$ cat config.mk
export PLATFORM = sky130hd
export DESIGN_NAME = ysyx_23060136_mem_arbiter
export DESIGN_NICKNAME = d
export VERILOG_FILES = /design/src/rtl/ysyx_23060136_arb_pkg.sv /design/src/rtl/ysyx_23060136_arb_watchdog.sv /design/src/rtl/ysyx_23060136_mem_arbiter.sv
export SDC_FILE = /design/constraint.sdc
export NUM_CORES = 1
export LEC_CHECK = 0
export ABC_AREA = 1
export CAP_MARGIN = 20
export CORE_AREA = 2 2 156 158
export DETAILED_ROUTE_END_ITERATION = 10
export DIE_AREA = 0 0 158 160
export PLACE_DENSITY = 0.56
export SETUP_SLACK_MARGIN = 0.15
export SYNTH_ARGS = -nofsm -noshare
export SYNTH_HDL_FRONTEND = slang
export SYNTH_SLANG_ARGS = --single-unit
$ cat constraint.sdc
create_clock -name clk -period 6.05 [get_ports clk]
set_clock_uncertainty 0.15 [all_clocks]
set_input_delay 1.21 -clock clk [delete_from_list [all_inputs] [get_ports clk]]
set_output_delay 1.21 -clock clk [all_outputs]
set_load 0.01 [all_outputs]
$ cat src/rtl/ysyx_23060136_arb_pkg.sv
// Shared types and constants for the IFU/LSU memory read arbiter.
// Optional watchdog is enabled with YSYX_23060136_ARB_TIMEOUT_EN.
package ysyx_23060136_arb_pkg;

    typedef enum logic [1:0] {
        ARB_IDLE = 2'd0,
        ARB_AR   = 2'd1,
        ARB_R    = 2'd2
    } arb_state_t;

    typedef enum logic {
        OWN_IFU = 1'b0,
        OWN_LSU = 1'b1
    } arb_owner_t;

    localparam logic [1:0] RESP_OKAY = 2'b00;

    function automatic logic resp_is_error(input logic [1:0] resp);
        return (resp != RESP_OKAY);
    endfunction

endpackage

$ cat src/rtl/ysyx_23060136_arb_watchdog.sv
// Transaction watchdog: cleared when a new AR phase starts, counts every busy cycle,
// and flags expiry once the counter saturates. Used only with YSYX_23060136_ARB_TIMEOUT_EN.
module ysyx_23060136_arb_watchdog #(
    parameter int TIMEOUT_W = 10
) (
    input  logic clk,
    input  logic rst,
    input  logic clear_i,
    input  logic active_i,
    output logic expired_o
);

    logic [TIMEOUT_W-1:0] count_q;
    logic [TIMEOUT_W-1:0] count_d;
    logic                 at_max_s;

    assign at_max_s  = (count_q == {TIMEOUT_W{1'b1}});
    assign expired_o = active_i & at_max_s & ~clear_i;

    // Next counter value: clear on a fresh grant, saturate at all-ones while busy.
    always_comb begin
        count_d = count_q;
        if (clear_i) begin
            count_d = '0;
        end else if (active_i && !at_max_s) begin
            count_d = count_q + {{(TIMEOUT_W-1){1'b0}}, 1'b1};
        end else begin
            count_d = count_q;
        end
    end

    // Counter register.
    always_ff @(posedge clk or posedge rst) begin
        if (rst) begin
            count_q <= '0;
        end else begin
            count_q <= count_d;
        end
    end

endmodule

$ cat src/rtl/ysyx_23060136_mem_arbiter.sv
// Round-robin arbiter of IFU fetches and LSU loads onto one AXI-lite AR/R channel,
// one transaction in flight. Define YSYX_23060136_ARB_TIMEOUT_EN to add a watchdog.
module ysyx_23060136_mem_arbiter
    import ysyx_23060136_arb_pkg::*;
#(
    parameter int BITS_W    = 64,
    parameter int TIMEOUT_W = 10
) (
    input  logic              clk,
    input  logic              rst,
    input  logic [BITS_W-1:0] ARBITER_IFU_pc,
    input  logic              ARBITER_IFU_pc_valid,
    output logic              ARBITER_IFU_pc_ready,
    output logic [BITS_W-1:0] ARBITER_IFU_inst,
    output logic              ARBITER_IFU_inst_valid,
    input  logic              ARBITER_IFU_inst_ready,
    input  logic              ARBITER_IFU_flush,
    input  logic [BITS_W-1:0] ARBITER_LSU_addr,
    input  logic              ARBITER_LSU_addr_valid,
    output logic              ARBITER_LSU_addr_ready,
    output logic [BITS_W-1:0] ARBITER_LSU_data,
    output logic              ARBITER_LSU_data_valid,
    input  logic              ARBITER_LSU_data_ready,
    output logic [BITS_W-1:0] M_araddr,
    output logic              M_arvalid,
    input  logic              M_arready,
    input  logic [BITS_W-1:0] M_rdata,
    input  logic [1:0]        M_rresp,
    input  logic              M_rvalid,
    output logic              M_rready,
    output logic              ARBITER_error
);

    arb_state_t        state_q,      state_d;
    arb_owner_t        owner_q,      owner_d;
    arb_owner_t        last_grant_q, last_grant_d;
    logic [BITS_W-1:0] araddr_q,     araddr_d;
    logic              arvalid_q,    arvalid_d;
    logic              discard_q,    discard_d;
    logic              error_q,      error_d;

    logic grant_ifu_s;
    logic grant_lsu_s;
    logic busy_s;
    logic flush_hit_s;
    logic drop_s;
    logic rready_s;
    logic r_hs_s;
    logic wd_expired_s;

    assign busy_s = (state_q == ARB_AR) || (state_q == ARB_R);

    // IFU wins unless the LSU also asks and the IFU was served last.
    assign grant_ifu_s = (state_q == ARB_IDLE) & ARBITER_IFU_pc_valid &
                         (~ARBITER_LSU_addr_valid | (last_grant_q == OWN_LSU));
    assign grant_lsu_s = (state_q == ARB_IDLE) & ARBITER_LSU_addr_valid & ~grant_ifu_s;

    // A flush landing in the same cycle as the R beat still drops that beat.
    assign flush_hit_s = ARBITER_IFU_flush & busy_s & (owner_q == OWN_IFU);
    assign drop_s      = discard_q | flush_hit_s;

`ifdef YSYX_23060136_ARB_TIMEOUT_EN
    localparam logic IDLE_RREADY = 1'b1;
    logic wd_clear_s;
    assign wd_clear_s = grant_ifu_s | grant_lsu_s;
    ysyx_23060136_arb_watchdog #(
        .TIMEOUT_W (TIMEOUT_W)
    ) u_watchdog (
        .clk       (clk),
        .rst       (rst),
        .clear_i   (wd_clear_s),
        .active_i  (busy_s),
        .expired_o (wd_expired_s)
    );
`else
    localparam logic IDLE_RREADY = 1'b0;
    // Without the watchdog nothing can expire; the width only has to be legal.
    assign wd_expired_s = (TIMEOUT_W < 32'sd1);
`endif

    // R-channel ready: late beats are swallowed in IDLE only when the watchdog exists.
    always_comb begin
        rready_s = 1'b0;
        case (state_q)
            ARB_IDLE: rready_s = IDLE_RREADY;
            ARB_AR:   rready_s = 1'b0;
            ARB_R: begin
                if (drop_s) begin
                    rready_s = 1'b1;
                end else if (owner_q == OWN_IFU) begin
                    rready_s = ARBITER_IFU_inst_ready;
                end else begin
                    rready_s = ARBITER_LSU_data_ready;
                end
            end
            default:  rready_s = 1'b0;
        endcase
    end

    assign r_hs_s = (state_q == ARB_R) & M_rvalid & rready_s;

    // Next-state and register-input computation for the transaction FSM.
    always_comb begin
        state_d      = state_q;
        owner_d      = owner_q;
        last_grant_d = last_grant_q;
        araddr_d     = araddr_q;
        arvalid_d    = arvalid_q;
        discard_d    = discard_q;
        error_d      = error_q;
        case (state_q)
            ARB_IDLE: begin
                if (grant_ifu_s) begin
                    araddr_d     = ARBITER_IFU_pc;
                    arvalid_d    = 1'b1;
                    owner_d      = OWN_IFU;
                    last_grant_d = OWN_IFU;
                    state_d      = ARB_AR;
                end else if (grant_lsu_s) begin
                    araddr_d     = ARBITER_LSU_addr;
                    arvalid_d    = 1'b1;
                    owner_d      = OWN_LSU;
                    last_grant_d = OWN_LSU;
                    state_d      = ARB_AR;
                end else begin
                    state_d      = ARB_IDLE;
                end
            end
            ARB_AR: begin
                if (flush_hit_s) begin
                    discard_d = 1'b1;
                end else begin
                    discard_d = discard_q;
                end
                if (M_arready) begin
                    arvalid_d = 1'b0;
                    state_d   = ARB_R;
                end else begin
                    state_d   = ARB_AR;
                end
            end
            ARB_R: begin
                if (r_hs_s) begin
                    discard_d = 1'b0;
                    state_d   = ARB_IDLE;
                    if (resp_is_error(M_rresp)) begin
                        error_d = 1'b1;
                    end else begin
                        error_d = error_q;
                    end
                end else if (flush_hit_s) begin
                    discard_d = 1'b1;
                end else begin
                    state_d   = ARB_R;
                end
            end
            default: begin
                state_d   = ARB_IDLE;
                arvalid_d = 1'b0;
                discard_d = 1'b0;
            end
        endcase
        // Watchdog expiry abandons the transaction regardless of where it stands.
        if (wd_expired_s) begin
            state_d   = ARB_IDLE;
            arvalid_d = 1'b0;
            discard_d = 1'b0;
            error_d   = 1'b1;
        end else begin
            error_d   = error_d;
        end
    end

    // FSM state and registered AR-channel / error outputs.
    always_ff @(posedge clk or posedge rst) begin
        if (rst) begin
            state_q      <= ARB_IDLE;
            owner_q      <= OWN_IFU;
            last_grant_q <= OWN_LSU;
            araddr_q     <= '0;
            arvalid_q    <= 1'b0;
            discard_q    <= 1'b0;
            error_q      <= 1'b0;
        end else begin
            state_q      <= state_d;
            owner_q      <= owner_d;
            last_grant_q <= last_grant_d;
            araddr_q     <= araddr_d;
            arvalid_q    <= arvalid_d;
            discard_q    <= discard_d;
            error_q      <= error_d;
        end
    end

    assign ARBITER_IFU_pc_ready   = grant_ifu_s;
    assign ARBITER_LSU_addr_ready = grant_lsu_s;
    assign ARBITER_IFU_inst       = M_rdata;
    assign ARBITER_LSU_data       = M_rdata;
    assign ARBITER_IFU_inst_valid = (state_q == ARB_R) & (owner_q == OWN_IFU) & M_rvalid & ~drop_s;
    assign ARBITER_LSU_data_valid = (state_q == ARB_R) & (owner_q == OWN_LSU) & M_rvalid;
    assign M_araddr               = araddr_q;
    assign M_arvalid              = arvalid_q;
    assign M_rready               = rready_s;
    assign ARBITER_error          = error_q;

endmodule

==> results.yml, run 1 <==
status:
  status: "finished, final reports clean"
critical_path:
  critPathKind: "input port to output pin"
  cp_max_fo: 3
  required_ns: 4.69
  worst_setup_path_end_kind: "output pin"
  cp.arrival_ns: 2.66
  crit_path_start_kind: "input port"
detailed_routing:
  drtIter0Drc: 188
  antenna_left: 0
  drt-pass1-iter-count: 4
  post-route-drc-count: 0
  num_vias: 3466
  wl_per_cell_um: 13.7
  viasPerCell: 3.67
  wirelength_um: 13000
floorplan:
  start_util_pct: 17.7
  io_pins: 402
  fp.dieArea_mm2: 0.0253
  die_w_um: 158
  rows: 57
  core_mm2: 0.0238
  dieHeight_um: 160
finish:
  drive_gt1_share_pct: 4.03
  fillers: 2644
  syn_to_final_growth_pct: 41.7
  antennaDiodeCount: 0
  final_nets: 823
  stdcell_count: 945
sta:
  finalSetupViolations: 0
  slew_headroom_pct: 46.3
  min_period_ns: 4.02
  hold_violations: 0
  hold-worst-slack_ns: 0.319
  worst_pin_slew_ns: 0.803
  finalMaxSlewViolations: 0
  min_period_over_period_pct: 66.4
  max_clock_freq_mhz: 249
  tns_ns: 0
  rsz0062_at_grt: "no"
synth:
  synthDistinctLibCells: 18
  ys_ff_latch: 71
  ys_seq_area_share_pct: 42.1
  syn_inst: 540
  avgSynthCellArea_um2: 7.82
  synthesis.nets: 747
  yosysWarnings: 0
  syn_area_mm2: 0.00422
clocking:
  clock-sinks: 71
  clkTransAtPathRegs_ns: 0.06
  cts_resized: 0
  clk_latency_ns: 0.34
  cts_tree: "built"
  cts_buffers: 9
  cts_buffer_depth: 2
  cts_setup_buffers: 0
  hold_buffers: 0
  ctsHtreeMaxLevel: 3
  clock_tree.root_cell: "clkbuf_16"
global_routing:
  grt_overflow: 0
  grtUsageTotal_pct: 10.2
  grt_pass1_vias: 3593
  grt_pass1_wl_um: 19600
  antenna_found_initial: 0
  grt_max_degree: 72
flow_run:
  drv_cap: 0
power:
  power_density_mw_per_mm2: 444
  p_int_uw: 1680
  clkPwrFrac_pct: 20.8
  power.total_uw: 2660
  seq_power_share_pct: 31.4
  cellLeakagePower_uw: 0.00259
  switching_share_pct: 36.7
  switchingPower_uw: 974
  combPwrFrac_pct: 47.8
  ir_worst_vdd_mv: 0.155
placed_design:
  dp_hpwl_um: 9050
  place_congestion: 0.734
  io_buffer_count: 209
  dp_cells: 928
worst_hold_path:
  hp-class: "flop to flop"
[flip-flops by register name (all words and copies together) (netlist names)]
name           flops
last_grant_q       1
owner_q            1
ARBITER_error      1
M_arvalid          1
discard_q          1
M_araddr          64
state_q            2
[final timing paths]
kind / slack [ns] / endpoint / cells past startpoint / start
hold reg to reg: 0.32 / last_grant_q / 2 / last_grant_q
setup / recovery: 2.03 / ARBITER_LSU_addr_ready / 6 / ARBITER_LSU_addr_valid
hold / removal: 0.32 / last_grant_q / 2 / last_grant_q
max in group asynchronous: 4.00 / M_araddr[59] / 4 / rst
min in group asynchronous: 1.15 / M_araddr[29] / 3 / rst
setup reg to reg: 3.73 / M_arvalid / 7 / state_q[0]
[cell usage in the layout (no fill, tap or decap), types with 2 or more instances in the layout]
| cell | instances |
|---|---|
| inv_2 | 2 |
| nand2_1 | 208 |
| clkdlybuf4s50_1 | 209 |
| clkinv_2 | 2 |
| buf_4 | 4 |
| clkbuf_16 | 9 |
| o21ai_0 | 4 |
| a21oi_1 | 5 |
| nor2_1 | 4 |
| clkinvlp_4 | 3 |
| ha_1 | 4 |
| inv_1 | 15 |
| dfrtp_1 | 70 |
| nand3_1 | 73 |
[synth_stat cells]
library cell  count  area share, %
dfrtp_1          70             41
clkbuf_1          4           0.36
nor2_1            4           0.36
ha_1              4            1.2
inv_2             1          0.089
o21ai_2           1           0.21
o21bai_1          1           0.18
dfstp_2           1           0.62
nand3_1          73            8.6
nor4_1            1           0.15
inv_1            17            1.5
buf_4           129             23
buf_6             5            1.3
a21oi_1           5           0.59
buf_2            11            1.3
nand2_1         208             18
nor3_1            1           0.12
o21ai_0           4           0.47
[through the flow]
step,utilization [%],instance area (µm²),setup WS (ns)
after global routing,25.1,5990,1.95
after global placement,23.8,5670,2.06
final,25.1,5990,2.03
after CTS,25.0,5970,2.03
after floorplan,-,4220,2.90
after detailed placement,23.8,5670,2.03
[power groups by stage]
stage | clock [µW] | combinational, µW | sequential [µW]
2_1_floorplan | 0 | 593 | 936
3_3_place_gp | 0 | 1300 | 837
3_5_place_dp | 0 | 1300 | 841
4_1_cts | 582 | 1310 | 838
5_1_grt | 601 | 1410 | 868
6_report | 552 | 1270 | 834
[layout make-up]
cell class / count / area (µm²) / share of cell area, %
flip-flops and latches: 71 / 1780 / 29.7
clock inverters: 5 / 57.6 / 0.962
multi-input cells: 302 / 1290 / 21.6
repair buffers: 214 / 2140 / 35.8
clock buffers: 11 / 243 / 4.06
well taps: 324 / 405 / 6.77
inverters: 18 / 68.8 / 1.15
[layer usage]
metal / part of all wire [%] / track usage, % / routed length, µm / vias up
li1: - / - / - / 1703
met1: 39 / 11.1 / 5110 / 1538
met2: 47 / 16.7 / 6040 / 167
met3: 9.7 / 4.42 / 1260 / 58
met4: 4.2 / 5.36 / 544 / 0
met5: 0 / 0 / 0 / -
[critical path, cell delays in order]
cell and delay, ns:
clkdlybuf4s50_1 0.55, nand2_1 0.07, nand3_1 0.10, nand3_1 0.12, inv_2 0.08, clkdlybuf4s50_1 0.53
[cells by family after synthesis]
kind of cell | after synthesis | synth area share (%)
AOI/OAI and AO/OA | 11 | 1.45
adders and majority gates | 4 | 1.18
buffers and inverters | 167 | 27.5
DFF | 71 | 42.1
and+or+nand+nor | 287 | 27.8
Note: power is estimated with default switching activity, not from simulation.
==> run 2: changes to the inputs <==
Settings changed: CORE_AREA 2 2 156 158 to 2 2 155 157, DIE_AREA 0 0 158 160 to 0 0 157 159, PLACE_DENSITY 0.56 to 0.58.
Clock period 6.05 ns to 3.3 ns, I/O delays scaled along.
==> run 2 against run 1 <==
  * Sequential share of layout area decreased by 0.47 points
  * Combinational power up 85%
  * First-iteration DRC count is 11% lower
  * Clock power rose by 130%
  * Critical path type unchanged
  * Highest routed layer unchanged
  * Final area increased by 1.6%
  * Total power up 94%
  * Global-route usage is 0.10 points higher
==> results.yml, run 2 (synthesized netlist as in run 1, its figures left out) <==
global_routing:
  grt_pass1_wl_um: 19700
  grt_max_degree: 66
  antenna_found_initial: 0
  grt_pass1_vias: 3526
  grt_overflow: 0
  grtUsageTotal_pct: 10.3
finish:
  fillers: 2573
  drive_gt1_share_pct: 4.34
  syn_to_final_growth_pct: 44.0
  multi_input_area_mm2: 0.00129
  largest_reg_flops: 64
  seqCellArea_mm2: 0.00178
  final_cell_mix: "nand2_1 (208), clkdlybuf4s50_1 (208), nand3_1 (73)"
  final_nets: 824
  antennaDiodeCount: 0
floorplan:
  rows: 56
  fp.dieArea_mm2: 0.0250
  dieHeight_um: 159
  start_util_pct: 18.2
  die_w_um: 157
  io_pins: 402
  core_mm2: 0.0232
power:
  switching_share_pct: 34.6
  combPwrFrac_pct: 45.7
  power_density_mw_per_mm2: 846
  ir_worst_vdd_mv: 0.255
  power.total_uw: 5150
  cellLeakagePower_uw: 0.00266
  p_int_uw: 3360
  clkPwrFrac_pct: 24.5
  seq_power_share_pct: 29.8
  switchingPower_uw: 1780
status:
  status: "finished, final reports clean"
clocking:
  cts_buffer_depth: 2
  clk_latency_ns: 0.33
  clock-sinks: 71
  clock_tree.root_cell: "clkbuf_16"
  cts_tree: "built"
  cts_setup_buffers: 0
  clkTransAtPathRegs_ns: 0.06
  cts_buffers: 9
  ctsHtreeMaxLevel: 3
critical_path:
  cp_max_fo: 3
  critPathLaunch: "ARBITER_LSU_addr_valid"
  crit_path_start_kind: "input port"
  r2r_slack_ns: 1.13
  worstReg2RegStart: "state_q[0]"
  worst_setup_path_end_kind: "output pin"
  required_ns: 2.49
  critPathKind: "input port to output pin"
  cp.arrival_ns: 2.09
sta:
  tns_ns: 0
  slew_headroom_pct: 48.2
  worst_pin_slew_ns: 0.777
  rsz0062_at_grt: "no"
  finalMaxSlewViolations: 0
  max_clock_freq_mhz: 345
  min_period_ns: 2.90
  finalSetupViolations: 0
  min_period_over_period_pct: 87.8
  hold_violations: 0
placed_design:
  io_buffer_count: 209
  place_congestion: 0.721
  dp_hpwl_um: 9310
detailed_routing:
  num_vias: 3557
  post-route-drc-count: 0
  viasPerCell: 3.78
  wl_per_cell_um: 13.7
  drtIter0Drc: 168
  antenna_left: 0
  wirelength_um: 12900
  drt-pass1-iter-count: 4
worst_hold_path:
  hp-start: "last_grant_q"
  hp-class: "flop to flop"
flow_run:
  drv_cap: 0
run 2: metrics by stage:
stage	setup slack, ns	cells	utilization (%)	instance area, µm²	hold slack [ns]
after floorplan	0.695	540	-	4220	0.297
after global placement	0.417	925	24.6	5700	0.319
after detailed placement	0.407	925	24.6	5700	0.309
after CTS	0.354	941	26.2	6080	0.320
after global routing	0.271	941	26.2	6080	0.345
final	0.404	941	26.2	6080	0.321
run 2: cell type report:
| cell class | count | share of cell area (%) |
|---|---|---|
| Tap cell | 319 | 6.56 |
| Inverter | 18 | 1.13 |
| Multi-Input combinational cell | 302 | 21.2 |
| Clock inverter | 5 | 2.10 |
| Timing Repair Buffer | 215 | 35.6 |
| Sequential cell | 71 | 29.2 |
| Clock buffer | 11 | 4.16 |
run 2: routing by layer:
| metal | track usage (%) | wire, µm |
|---|---|---|
| met5 | 0 | 0 |
| met4 | 7.80 | 772 |
| met3 | 3.81 | 1120 |
| met2 | 17.6 | 6210 |
| met1 | 10.1 | 4820 |
run 2: power groups by stage:
stage	combinational (µW)	clock (µW)	sequential, µW
after global placement	2410	0	1530
after global routing	2610	1340	1590
after detailed placement	2420	0	1550
after CTS	2420	1320	1540
after floorplan	1090	0	1720
final	2350	1260	1530
run 2: critical path, stage by stage:
cell and delay [ns]:
clkdlybuf4s50_1 0.54, nand2_1 0.07, nand3_1 0.10, nand3_1 0.11, inv_2 0.08, clkdlybuf4s50_1 0.53
run 2: path summary, 6_finish.rpt:
check,cells after the start,to
min reg2reg,2,last_grant_q
max in group asynchronous,3,M_araddr[11]
min,2,last_grant_q
min in group asynchronous,2,M_araddr[51]
max reg2reg,8,M_araddr[40]
max,6,ARBITER_LSU_addr_ready
run 2: what timing repair did:
item	in CTS	in global routing
hold buffers	0	0
endpoints found under the setup margin	0	1
gates resized for setup	0	1
endpoints found under the hold margin	0	0
==> run 3: changes to the inputs <==
--- a/constraint.sdc
+++ b/constraint.sdc
@@ -3,3 +3,3 @@
 set_input_delay 0.66 -clock clk [delete_from_list [all_inputs] [get_ports clk]]
 set_output_delay 0.66 -clock clk [all_outputs]
-set_load 0.01 [all_outputs]
+set_load 0.005 [all_outputs]
==> run 3 against run 2 <==
  * Clock power shrank 22%
  * Register-to-register slack worse by 0.02 ns
  * Hold slack improved by 0.00051 ns
  * Via count shrank 0.20%
  * Global-route usage grew 0.096 points
  * Utilization fell by 0.38 points
  * Final area decreased by 1.5%
  * First-iteration DRC count rose by 0.60%
  * Die area is the same
  * Sequential cell count did not move
==> results.yml, run 3 (synthesized netlist as in run 1, its figures left out) <==
status:
  status: "finished, final reports clean"
floorplan:
  dieHeight_um: 159
  rows: 56
  start_util_pct: 18.2
  io_pins: 402
  die_w_um: 157
  fp.dieArea_mm2: 0.0250
  core_mm2: 0.0232
clocking:
  ctsHtreeMaxLevel: 3
  clock-sinks: 71
  cts_setup_buffers: 0
  cts_tree: "built"
  cts_buffers: 9
  hold_buffers: 0
  clkTransAtPathRegs_ns: 0.06
  cts_buffer_depth: 2
  cts_resized: 0
  clk_latency_ns: 0.34
  clock_tree.root_cell: "clkbuf_16"
placed_design:
  place_ws_ns: 0.442
  io_buffer_count: 209
  dp_hpwl_um: 9220
  place_congestion: 0.715
detailed_routing:
  viasPerCell: 3.77
  drt-pass1-iter-count: 4
  num_vias: 3550
  wirelength_um: 12800
  antenna_left: 0
  wl_per_cell_um: 13.6
  drtIter0Drc: 169
  post-route-drc-count: 0
power:
  ir_worst_vdd_mv: 0.267
  cellLeakagePower_uw: 0.00261
  power_density_mw_per_mm2: 784
finish:
  final_common_cell: "clkdlybuf4s50_1"
  drive_gt1_share_pct: 4.02
  final_cell_mix: "clkdlybuf4s50_1 (209), nand2_1 (208), nand3_1 (73)"
  syn_to_final_growth_pct: 41.9
  final_nets: 824
  largest_reg_flops: 64
critical_path:
  worstRegToRegCells: 9
  worst_setup_path_end_kind: "output pin"
  crit_path_start_kind: "input port"
  critPathKind: "input port to output pin"
  r2r_slack_ns: 1.11
  endpoint: "ARBITER_LSU_addr_ready"
  required_ns: 2.49
  cp_max_fo: 3
  worstReg2RegStart: "state_q[1]"
  critPathLaunch: "ARBITER_LSU_addr_valid"
  cp.arrival_ns: 2.04
  worstReg2RegEnd: "M_araddr[40]"
global_routing:
  grt_pass1_wl_um: 19900
  grt_util_met1_pct: 10.3
  grt_busiest_layer: "met2"
  grtUsageTotal_pct: 10.4
  grt_overflow: 0
  grt_max_degree: 66
  grt_pass1_vias: 3686
  use_met3_pct: 3.43
  antenna_found_initial: 1
  met2_usage_pct: 17.3
sta:
  rsz0062_at_grt: "no"
  hold_violations: 0
  finalSetupViolations: 0
  finalMaxSlewViolations: 0
  min_period_over_period_pct: 86.4
  tns_ns: 0
  min_period_ns: 2.85
  worst_slack_ns: 0.448
  slew_headroom_pct: 49.8
  worst_pin_slew_ns: 0.752
  max_clock_freq_mhz: 351
flow_run:
  drv_cap: 0
worst_hold_path:
  hp-class: "flop to flop"
[run 3: changes by cell type in the layout (fill, tap and decap cells not counted)]
cell | previous run | this run
bufinv_16 | 4 | 1
clkbuf_1 | 0 | 2
clkbuf_8 | 2 | 1
clkdlybuf4s50_1 | 208 | 209
clkinv_2 | 1 | 4
clkinvlp_4 | 1 | 0
diode_2 | 0 | 1
dlymetal6s2s_1 | 1 | 0
[run 3: area by class of cell]
| class | count | area, µm² |
|---|---|---|
| timing repair buffer | 215 | 2160 |
| sequential | 71 | 1780 |
| clock inverter | 4 | 45.0 |
| antenna | 1 | 2.50 |
| fill | 2577 | 17200 |
| clock buffer | 12 | 246 |
| multi-input combinational | 302 | 1290 |
| inverter | 18 | 68.8 |
| tap | 319 | 399 |
[run 3: through the flow]
stage / total power [µW] / hold slack [ns] / std cells / util, % / area (µm²)
after floorplan: 2610 / 0.297 / 540 / - / 4220
after global placement: 3770 / 0.316 / 925 / 24.6 / 5700
after detailed placement: 3790 / 0.313 / 925 / 24.6 / 5700
after CTS: 4830 / 0.323 / 941 / 25.8 / 5990
after global routing: 5120 / 0.345 / 942 / 25.8 / 5990
final: 4700 / 0.321 / 942 / 25.8 / 5990
[run 3: routing by layer]
layer	part of all wire, %	routed length (µm)	up-vias
met5	0	0	-
met4	7.1	902	0
met3	9.0	1160	75
met2	47	6010	183
met1	37	4720	1583
li1	-	-	1709
[run 3: how the worst min path moves through the flow]
stage,from,to,slack [ns],cells after the start
4_1_cts,last_grant_q,last_grant_q,0.32,2
6_report,last_grant_q,last_grant_q,0.32,2
3_3_place_gp,last_grant_q,last_grant_q,0.32,2
2_1_floorplan,last_grant_q,last_grant_q,0.30,2
5_1_grt,last_grant_q,last_grant_q,0.35,2
3_5_place_dp,last_grant_q,last_grant_q,0.31,2
[run 3: critical path, cell delays in order]
cell,delay (ns)
clkdlybuf4s50_1,0.54
nand2_1,0.07
nand3_1,0.09
nand3_1,0.11
inv_2,0.07
clkdlybuf4s50_1,0.49
[run 3: where the power goes]
| group | total [µW] | internal [µW] | switching, µW |
|---|---|---|---|
| clock network | 984 | 603 | 381 |
| registers | 1540 | 1300 | 239 |
| logic | 2170 | 1200 | 978 |
| total | 4700 | 3100 | 1600 |
